--- src/rtl/seq_divider.sv ---
// Radix-2 restoring divider: one quotient bit per cycle, quotient to ZLo, remainder to ZHi.
// Define DIV_SIGNED_EN for two's-complement signed division (default: unsigned).
module seq_divider #(
    parameter int WIDTH = 32
) (
    input  logic             clock,
    input  logic             clear,
    input  logic             start,
    input  logic [WIDTH-1:0] dividend,
    input  logic [WIDTH-1:0] divisor,
    output logic             busy,
    output logic             done,
    output logic [WIDTH-1:0] quotient,
    output logic [WIDTH-1:0] remainder,
    output logic             div_by_zero
);

    localparam int CW = $clog2(WIDTH + 1);

    typedef enum logic [1:0] {
        IDLE,
        RUN,
        FIX,
        DONE
    } state_t;

    state_t state, next_state;

    logic [WIDTH-1:0] p, q, d_mag, a_raw;
    logic [CW-1:0]    count;
    logic             neg_q, neg_r, dz;

    logic             accept, last_iter, ge;
    logic [WIDTH-1:0] a_mag, b_mag, p_next, q_fix, r_fix;
    logic             a_neg, b_neg;
    logic [WIDTH:0]   shifted;

`ifdef DIV_SIGNED_EN
    assign a_neg = dividend[WIDTH-1];
    assign b_neg = divisor[WIDTH-1];
    assign a_mag = a_neg ? -dividend : dividend;
    assign b_mag = b_neg ? -divisor : divisor;
`else
    assign a_neg = 1'b0;
    assign b_neg = 1'b0;
    assign a_mag = dividend;
    assign b_mag = divisor;
`endif

    assign accept    = start && (state == IDLE || state == DONE);
    assign last_iter = (count == CW'(WIDTH - 1));

    // P is always below the divisor, so the shifted value needs one extra bit
    assign shifted = {p, q[WIDTH-1]};
    assign ge      = (shifted >= {1'b0, d_mag});
    assign p_next  = ge ? WIDTH'(shifted - {1'b0, d_mag})
                        : shifted[WIDTH-1:0];

    assign q_fix = neg_q ? -q : q;
    assign r_fix = neg_r ? -p : p;

    assign busy = (state != IDLE);
    assign done = (state == DONE);

    always_ff @(posedge clock) begin
        if (clear) state <= IDLE;
        else       state <= next_state;
    end

    always_comb begin
        next_state = state;
        unique case (state)
            IDLE: begin
                if (accept) next_state = (divisor == '0) ? FIX : RUN;
            end
            RUN: begin
                if (last_iter) next_state = FIX;
            end
            FIX: begin
                next_state = DONE;
            end
            DONE: begin
                if (accept) next_state = (divisor == '0) ? FIX : RUN;
                else        next_state = IDLE;
            end
            default: next_state = IDLE;
        endcase
    end

    always_ff @(posedge clock) begin
        if (clear) begin
            p           <= '0;
            q           <= '0;
            d_mag       <= '0;
            a_raw       <= '0;
            count       <= '0;
            neg_q       <= 1'b0;
            neg_r       <= 1'b0;
            dz          <= 1'b0;
            quotient    <= '0;
            remainder   <= '0;
            div_by_zero <= 1'b0;
        end else if (accept) begin
            a_raw <= dividend;
            p     <= '0;
            q     <= a_mag;
            d_mag <= b_mag;
            count <= '0;
            neg_q <= a_neg ^ b_neg;
            neg_r <= a_neg;
            dz    <= (divisor == '0);
        end else if (state == RUN) begin
            count <= count + CW'(1);
            p     <= p_next;
            q     <= {q[WIDTH-2:0], ge};
        end else if (state == FIX) begin
            // Remainder takes the dividend's sign: truncating division
            quotient    <= dz ? '1 : q_fix;
            remainder   <= dz ? a_raw : r_fix;
            div_by_zero <= dz;
        end
    end

endmodule

--- config.mk ---
export PLATFORM = sky130hd
export DESIGN_NAME = seq_divider
export DESIGN_NICKNAME = d
export VERILOG_FILES = /design/src/rtl/seq_divider.sv
export SDC_FILE = /design/constraint.sdc
export NUM_CORES = 1
export LEC_CHECK = 0
export ABC_AREA = 0
export BUFFER_PORTS_ARGS = -buffer_cell sky130_fd_sc_hd__buf_2
export CORE_AREA = 2 2 183 185
export DETAILED_ROUTE_END_ITERATION = 8
export DIE_AREA = 0 0 185 187
export SYNTH_ARGS = -nofsm -noshare
export SYNTH_HDL_FRONTEND = slang
export SYNTH_SLANG_ARGS = --single-unit
--- constraint.sdc ---
create_clock -name clock -period 2.3 [get_ports clock]
set_input_delay 0.575 -clock clock [delete_from_list [all_inputs] [get_ports clock]]
set_output_delay 0.575 -clock clock [all_outputs]
set_load 0.005 [all_outputs]
==> run summary, run 1 <==
The library cell used most frequently in the layout, excluding fill and tap cells, is sky130_fd_sc_hd__nand2_1. The transition at the pin with the smallest max-transition slack is 0.535 ns. In this run the static leakage power is 5.58 nW. The flip-flop and latch count after synthesis came out at 202. The post-placement cell count is 1,841. In this run the core area contains 67 standard-cell rows. The post-synthesis cell type count is 53. The number of filler instances in the final layout came out at 3,290. The total global routing track utilization came out at 17.2%. The fraction of layout instances using a drive strength above 1 is 35.3%. The checks that failed: setup timing.

The post-detailed-route DRC marker count came out at 0. The final instance count without filler cells came out at 1,906. The kind of start point of the critical path is a flip-flop. The post-route minimum period came out at 2.71 ns. Entering global routing, the biggest net connects 120 pins. The routed wire length is 30,900 um. The share of async-settable or async-resettable flops after synthesis is 0%. The first-pass iteration count of the detailed router came out at 5. The final HPWL from detailed placement is 21,900 um.

The post-layout worst setup margin is -0.412 ns. The type of the worst setup path is reg2reg. The max capacitance violation total is 0. Dividing the synthesized area by the synthesized cell count gives 8.10 um2. The fraction of the yosys area taken by sequential cells came out at 41.7%. The latest clock arrival within the worst-skew pair is 0.52 ns. The upper clock frequency limit is 369 MHz.

The synthesis-to-finish area growth is 40.9%. The worst voltage drop across the vdd grid came out at 0.711 mV. Summing all flip-flop and latch instances after layout gives 4060 um2.

The largest individual stage delay along the critical path comes from the cell sky130_fd_sc_hd__a221oi_4. The clock-pin slew on the worst setup and hold paths is 0.07 ns. Hold repair after CTS inserted 0 buffers. The number of global-route vias before repair is 8,951. The worst stage delay on the critical path came out at 0.35 ns. The kind of end point of the critical path is a flip-flop.

Summing all multi-input logic gate instances after layout gives 6000 um2. The worst clock skew on the final layout is 0.0213 ns. TritonCTS built the clock tree.

The cell count after synthesis came out at 1,196. The I/O pin count is 134. The required time of the critical path came out at 2.73 ns. The initial antenna violation count is 2. The vias after detailed routing is 9,263.

The total number of yosys warnings is 0. The run finished, with violations left. In this run the register-to-register setup slack is -0.41 ns.

The worst-case clock buffer depth came out at 3. CTS placed an instance of sky130_fd_sc_hd__clkbuf_16 at the clock tree root. Routability-driven placement finished with a final weighted congestion of 0.909. The effective utilization at floorplan is 29.5%. The final setup violation count is 33. The die boundary width is 185 um.

The max-slew violation count is 0. Measured along the y axis, the die boundary spans 187 um. The number of nets in the synthesized netlist is 1,301.

The wire length of the first global-routing pass is 47,900 um. The synthesized cell area is 9690 um2. Setup repair after global routing could not meet its margin everywhere. Walking the worst path, the cells encountered are inv_2, ha_4, fa_2, nor2b_2, o31a_1, o31ai_4, nand2_2, a221oi_4, nand2_1, a21oi_2, mux2_4, a211oi_2. The count of antenna-violating nets left after detailed routing is 0. The number of clock buffers inserted by TritonCTS came out at 23.

For this block, the initial DRC count from the detailed router was 613. The remaining global-route overflow is 0. The port buffer count is 133.

The routed via count divided by cell count is 4.86. In this run the worst path has a maximum fanout of 2. In this run the number of H-tree levels came out at 1. In the synthesized netlist the dominant register cell turns out to be sky130_fd_sc_hd__dfxtp_1. The area of the die came out at 34,600 um2. The routed wire length per instance is 16.2 um.

The TritonCTS sink count came out at 202. The core area is 32,900 um2. The worst endpoint data arrival time came out at 3.14 ns.

Measured on the finished design, the core utilization comes to 41.6%. The hold violation total from the final report is 0. The net count of the finished layout is 1,545. The number of enable flip-flop cells after synthesis came out at 0. The power density over the cells came out at 1720 nW/um2. Summed over all failing endpoints, the final setup total negative slack is -8.05 ns.

The worst hold path belongs to the class in2reg. Headroom to the max-slew limit came out at 64.3%. Leaving out fill and tap cells, the most frequent cells in the layout are sky130_fd_sc_hd__nand2_1 (193), sky130_fd_sc_hd__dfxtp_1 (188), sky130_fd_sc_hd__buf_4 (150). Of the available clock period, the critical path in the final layout requires 118%.
==> synth_stat cells (all sizes together), types with 2 or more instances <==
cell type	instances	area [um2]
a211o	3	26.3
a21oi	169	846
nor3	11	55.1
o31a	2	17.5
xnor2	15	131
clkbuf	61	229
dfxtp	202	4040
a21o	16	120
o21ai	50	254
a31oi	4	40.0
a221oi	2	23.8
o21bai	2	15.0
inv	42	158
mux2	32	360
mux2i	46	460
nand4	12	81.3
o22ai	33	206
o31ai	2	15.0
nor4	8	50.1
nor2	118	443
ha	37	463
xor2	11	96.3
or3	2	12.5
nand3	13	65.1
and3	3	18.8
nand2b	7	43.8
nor2b	5	31.3
o21a	8	60.1
a211oi	42	315
and2	3	18.8
o311a	2	20.0
buf	22	106
a21boi	2	15.0
nand2	197	739
==> metal layers <==
metal	vias up	track usage (%)	part of all wire, %
met3	52	2.53	5.2
met5	-	0	0.042
met2	230	26.9	45
met4	2	5.56	2.7
li1	4658	-	-
met1	4321	24.3	47
==> worst max-delay path, delay by kind of cell, from the launching register on <==
family | cells | cell delay [ns]
fa+ha+maj | 2 | 0.34
compound gates | 5 | 1.27
mux | 1 | 0.32
buf+inv | 1 | 0.06
simple gates | 3 | 0.31
flops | 1 | 0.32
==> timing repair <==
action	CTS	global route
endpoints found under the hold margin	0	0
gates resized for setup	75	84
endpoints found under the setup margin	33	33
buffers inserted	13	8
gates cloned	5	0
pin swaps	42	51
==> layout make-up <==
class / count / share of cell area (%)
diodes: 1 / 0.0183
clock buffers: 34 / 4.96
clock inverters: 8 / 0.596
inverters: 43 / 1.27
multi-input cells: 868 / 43.9
flip-flops and latches: 202 / 29.7
well taps: 448 / 4.10
repair buffers: 301 / 15.3
repair inverters: 1 / 0.0641
==> registers in the layout (all words and copies together), names as in the netlist <==
signal,count
dz,1
div_by_zero,1
q,32
a_raw,32
quotient,32
p,32
remainder,32
state,2
count,6
d_mag,32
==> power breakdown <==
group	total (mW)	switching (mW)	internal (mW)	leakage, nW
Clock	3.67	1.52	2.16	0.367
Sequential	4.91	0.576	4.33	1.66
Combinational	14.9	7.81	7.05	3.56
Total	23.4	9.90	13.5	5.58
==> cell families (layout without fill, tap and decap cells) <==
logic type | after synthesis | count (layout) | synth area share [%]
compound gates | 343 | 343 | 20.9
mux | 78 | 78 | 8.47
simple gates | 383 | 383 | 16.4
buf+inv | 126 | 387 | 5.14
xor+xnor | 26 | 26 | 2.35
flops | 202 | 202 | 41.7
fa+ha+maj | 38 | 38 | 4.98
other cells | 0 | 1 | 0
==> stage by stage <==
step / area [um2] / hold WS (ns) / setup slack, ns / total power [mW]
after floorplan: 9970 / 0.436 / -0.126 / 12.1
after global placement: 12000 / 0.442 / -0.316 / 15.9
final: 13700 / 0.301 / -0.412 / 23.4
after global routing: 13700 / 0.304 / -0.466 / 24.9
after detailed placement: 12000 / 0.448 / -0.387 / 16.1
after CTS: 13300 / 0.284 / -0.355 / 22.2
==> final timing paths <==
| path | to | from | cells past startpoint |
|---|---|---|---|
| setup / recovery | p[30] | q[31] | 12 |
| hold / removal | remainder[28] | clear | 2 |
| setup reg to reg | p[30] | q[31] | 12 |
| hold reg to reg | d_mag[12] | d_mag[12] | 2 |
No activity file was read; power rests on OpenSTA's default activity.
==> run 2, diff against run 1 <==
- BUFFER_PORTS_ARGS: -buffer_cell sky130_fd_sc_hd__buf_2 -> default
- DONT_BUFFER_PORTS: default -> 1
==> run 2 against run 1 <==
Compared with the run above:
- the flow still finishes with violations (setup timing)
- total power down 1.8%
- design area is 4.7% lower
- clock power increased by 7.6%
- critical endpoint is now p[25]
==> run summary, run 2 (same netlist as run 1, synthesis figures left out) <==
The flow ran to the end, but the final reports show violations. The final reports fail on setup timing. The max capacitance violation total came out at 0 (unchanged).

The core area is 32,900 um2 (unchanged). The final instance count without filler cells is 1,769 (-7.2%). The worst endpoint data arrival time is 3.07 ns (-0.07 ns). The remaining global-route overflow was 0 (unchanged). The post-route minimum period is 2.68 ns (-0.0306 ns). The tree is rooted in a sky130_fd_sc_hd__clkbuf_16. The port buffer count came to 0 (-100%).

TritonCTS built the clock tree. The required time of the critical path was 2.69 ns (-0.04 ns). The I/O pin count came out at 134 (unchanged). The worst-case clock buffer depth is 3 (unchanged).

The first-pass iteration count of the detailed router is 5 (unchanged). STA classifies the critical path endpoint as a flip-flop. Setup repair after global routing could not meet its margin everywhere. The area growth from synthesis to layout is 34.3%. The largest fanout of any net on the critical path is 8 (+6).

The post-layout worst setup margin came out at -0.381 ns (+0.0306 ns). The placement-stage worst setup slack came out at -0.348 ns (+0.0389 ns). The area occupied by registers is 4080 um2 (+0.34%). The die span in y came out at 187 um (unchanged). The DRC violation total after the first TritonRoute iteration is 489 (-20%). The number of global-route vias before repair came out at 8,369 (-6.5%). The wire length of the first global-routing pass is 45,800 um (-4.5%). The sum of negative setup slack is -10.17 ns (-2.12 ns). The hold violation total from the final report is 0 (unchanged). The upper clock frequency limit came out at 373 MHz (+1.1%). The worst setup path is launched from a flip-flop. The top cell family by delay on the critical path is compound AO/OA/AOI/OAI gates. The footprint of the multi-input gates is 6000 um2 (about the same). The number of clock buffers inserted by TritonCTS is 23 (unchanged). The worst hold path belongs to the class in2reg. The library cells used most frequently in the layout, excluding fill and tap cells, are sky130_fd_sc_hd__nand2_1 (192), sky130_fd_sc_hd__dfxtp_1 (177), sky130_fd_sc_hd__buf_4 (148). The count of antenna-violating nets left after detailed routing is 0 (unchanged). The latest clock arrival within the worst-skew pair was 0.51 ns (about the same).

The number of antenna cells inserted is 0 (-1). The library cell used most frequently in the layout, excluding fill and tap cells, is sky130_fd_sc_hd__nand2_1. The maximum number of pins on one net before global-route repair is 167 (+39%). The area of the die came out at 34,600 um2 (unchanged). The signal on the critical path passes through inv_2, ha_4, and3_4, or4b_4, o41ai_4, a21oi_2, o21ai_2, a31oi_4, clkinv_4, buf_12, buf_6, mux2i_1, a21oi_1. The placement row count came out at 67 (unchanged). The transition at the pin with the smallest max-transition slack came out at 0.542 ns (+0.00673 ns).

The power density over the cells is 1770 nW/um2 (+3.0%). The worst clock skew on the final layout is 0.0139 ns (-0.00737 ns). The number of filler instances in the final layout is 3,219 (-2.2%). The final HPWL from detailed placement came out at 21,400 um (-2.5%). The remaining max-slew budget at the tightest pin came out at 63.9% (-0.45 points). The power after layout came out at 23.0 mW (-1.8%). The die boundary width came out at 185 um (unchanged).

The routability congestion estimate from global placement came out at 0.896 (-1.5%). The final setup violation count came out at 33 (unchanged). The post-placement cell count is 1,712 (-7.0%).

The clock-pin slew on the worst setup and hold paths came to 0.06 ns (about the same). The leakage power total was 4.99 nW (-11%). The post-layout net count came out at 1,410 (-8.7%).

The total global routing track utilization was 16.5% (-0.71 points). The number of hold buffers added after CTS came to 0 (unchanged). The routed wire length per instance is 17.0 um (+4.8%). The effective utilization at floorplan is 29.5% (unchanged). The fraction of layout instances using a drive strength above 1 is 29.4% (-5.9 points).

The post-detailed-route DRC marker count is 0 (unchanged). The TritonCTS sink count is 202 (unchanged). The routed via count divided by cell count came out at 4.94 (+1.7%). The critical path is of the reg2reg type. The maximum level of the CTS H-tree came out at 1 (unchanged). The final period utilization is 117% (-1.3 points).

The worst stage delay on the critical path came out at 0.49 ns (+0.14 ns). The initial antenna violation count came to 0 (-2). The number of buffers and inverters on the critical path is 4 (+3). The routed wire length came to 30,100 um (-2.7%). The vias after detailed routing is 8,742 (-5.6%). The worst voltage drop across the vdd grid is 0.953 mV (+34%). The max-slew violation count is 0 (unchanged). On the critical path, the stage with the largest delay is an instance of sky130_fd_sc_hd__or4b_4.
## run 2: cell types whose count changed in the layout (fill, tap and decap cells not counted), moves of 3 or more
cell	delta
sky130_fd_sc_hd__buf_2	-132
sky130_fd_sc_hd__dfxtp_1	-11
sky130_fd_sc_hd__dfxtp_2	+11
sky130_fd_sc_hd__clkbuf_1	-4
sky130_fd_sc_hd__bufinv_16	+3
## run 2: final timing paths
kind              startpoint       endpoint  slack [ns]  depth (start not counted)
hold reg to reg    a_raw[30]      a_raw[30]        0.45                          2
setup reg to reg   d_mag[14]          p[25]       -0.38                         13
hold / removal         clear  remainder[26]        0.16                          1
setup / recovery   d_mag[14]          p[25]       -0.38                         13
## run 2: power by group
group / total [mW] / internal, mW / leakage, nW / switching [mW]
combinational: 14.1 / 6.71 / 2.92 / 7.35
clock: 3.95 / 2.42 / 0.399 / 1.53
sequential: 5.00 / 4.34 / 1.66 / 0.664
## run 2: per-stage QoR
stage          area, um2  hold WS (ns)  util [%]
2_1_floorplan       9970         0.436         -
3_3_place_gp       11400         0.437      34.6
3_5_place_dp       11400         0.442      34.6
4_1_cts            12700         0.131      38.5
5_1_grt            13000         0.143      39.6
6_report           13000         0.156      39.6
## run 2: timing repair
item	CTS	global route
setup endpoints to repair	33	33
cloned	3	1
gates resized for setup	74	90
buffers inserted	14	3
pin swaps	41	54
## run 2: cell type report
class                           instances  share of cell area, %
Multi-Input combinational cell        868                   46.1
Sequential cell                       202                   31.3
Timing Repair Buffer                  167                   10.8
Clock buffer                           28                   4.87
Tap cell                              448                   4.31
Clock inverter                         13                   1.39
Inverter                               43                   1.28
## run 2: routing by layer
layer | wire [um] | track usage (%) | up-vias
li1 | - | - | 4382
met1 | 13600 | 21.7 | 4125
met2 | 13400 | 26.1 | 195
met3 | 2310 | 5.10 | 40
met4 | 690 | 4.52 | 0
met5 | 0 | 0 | -
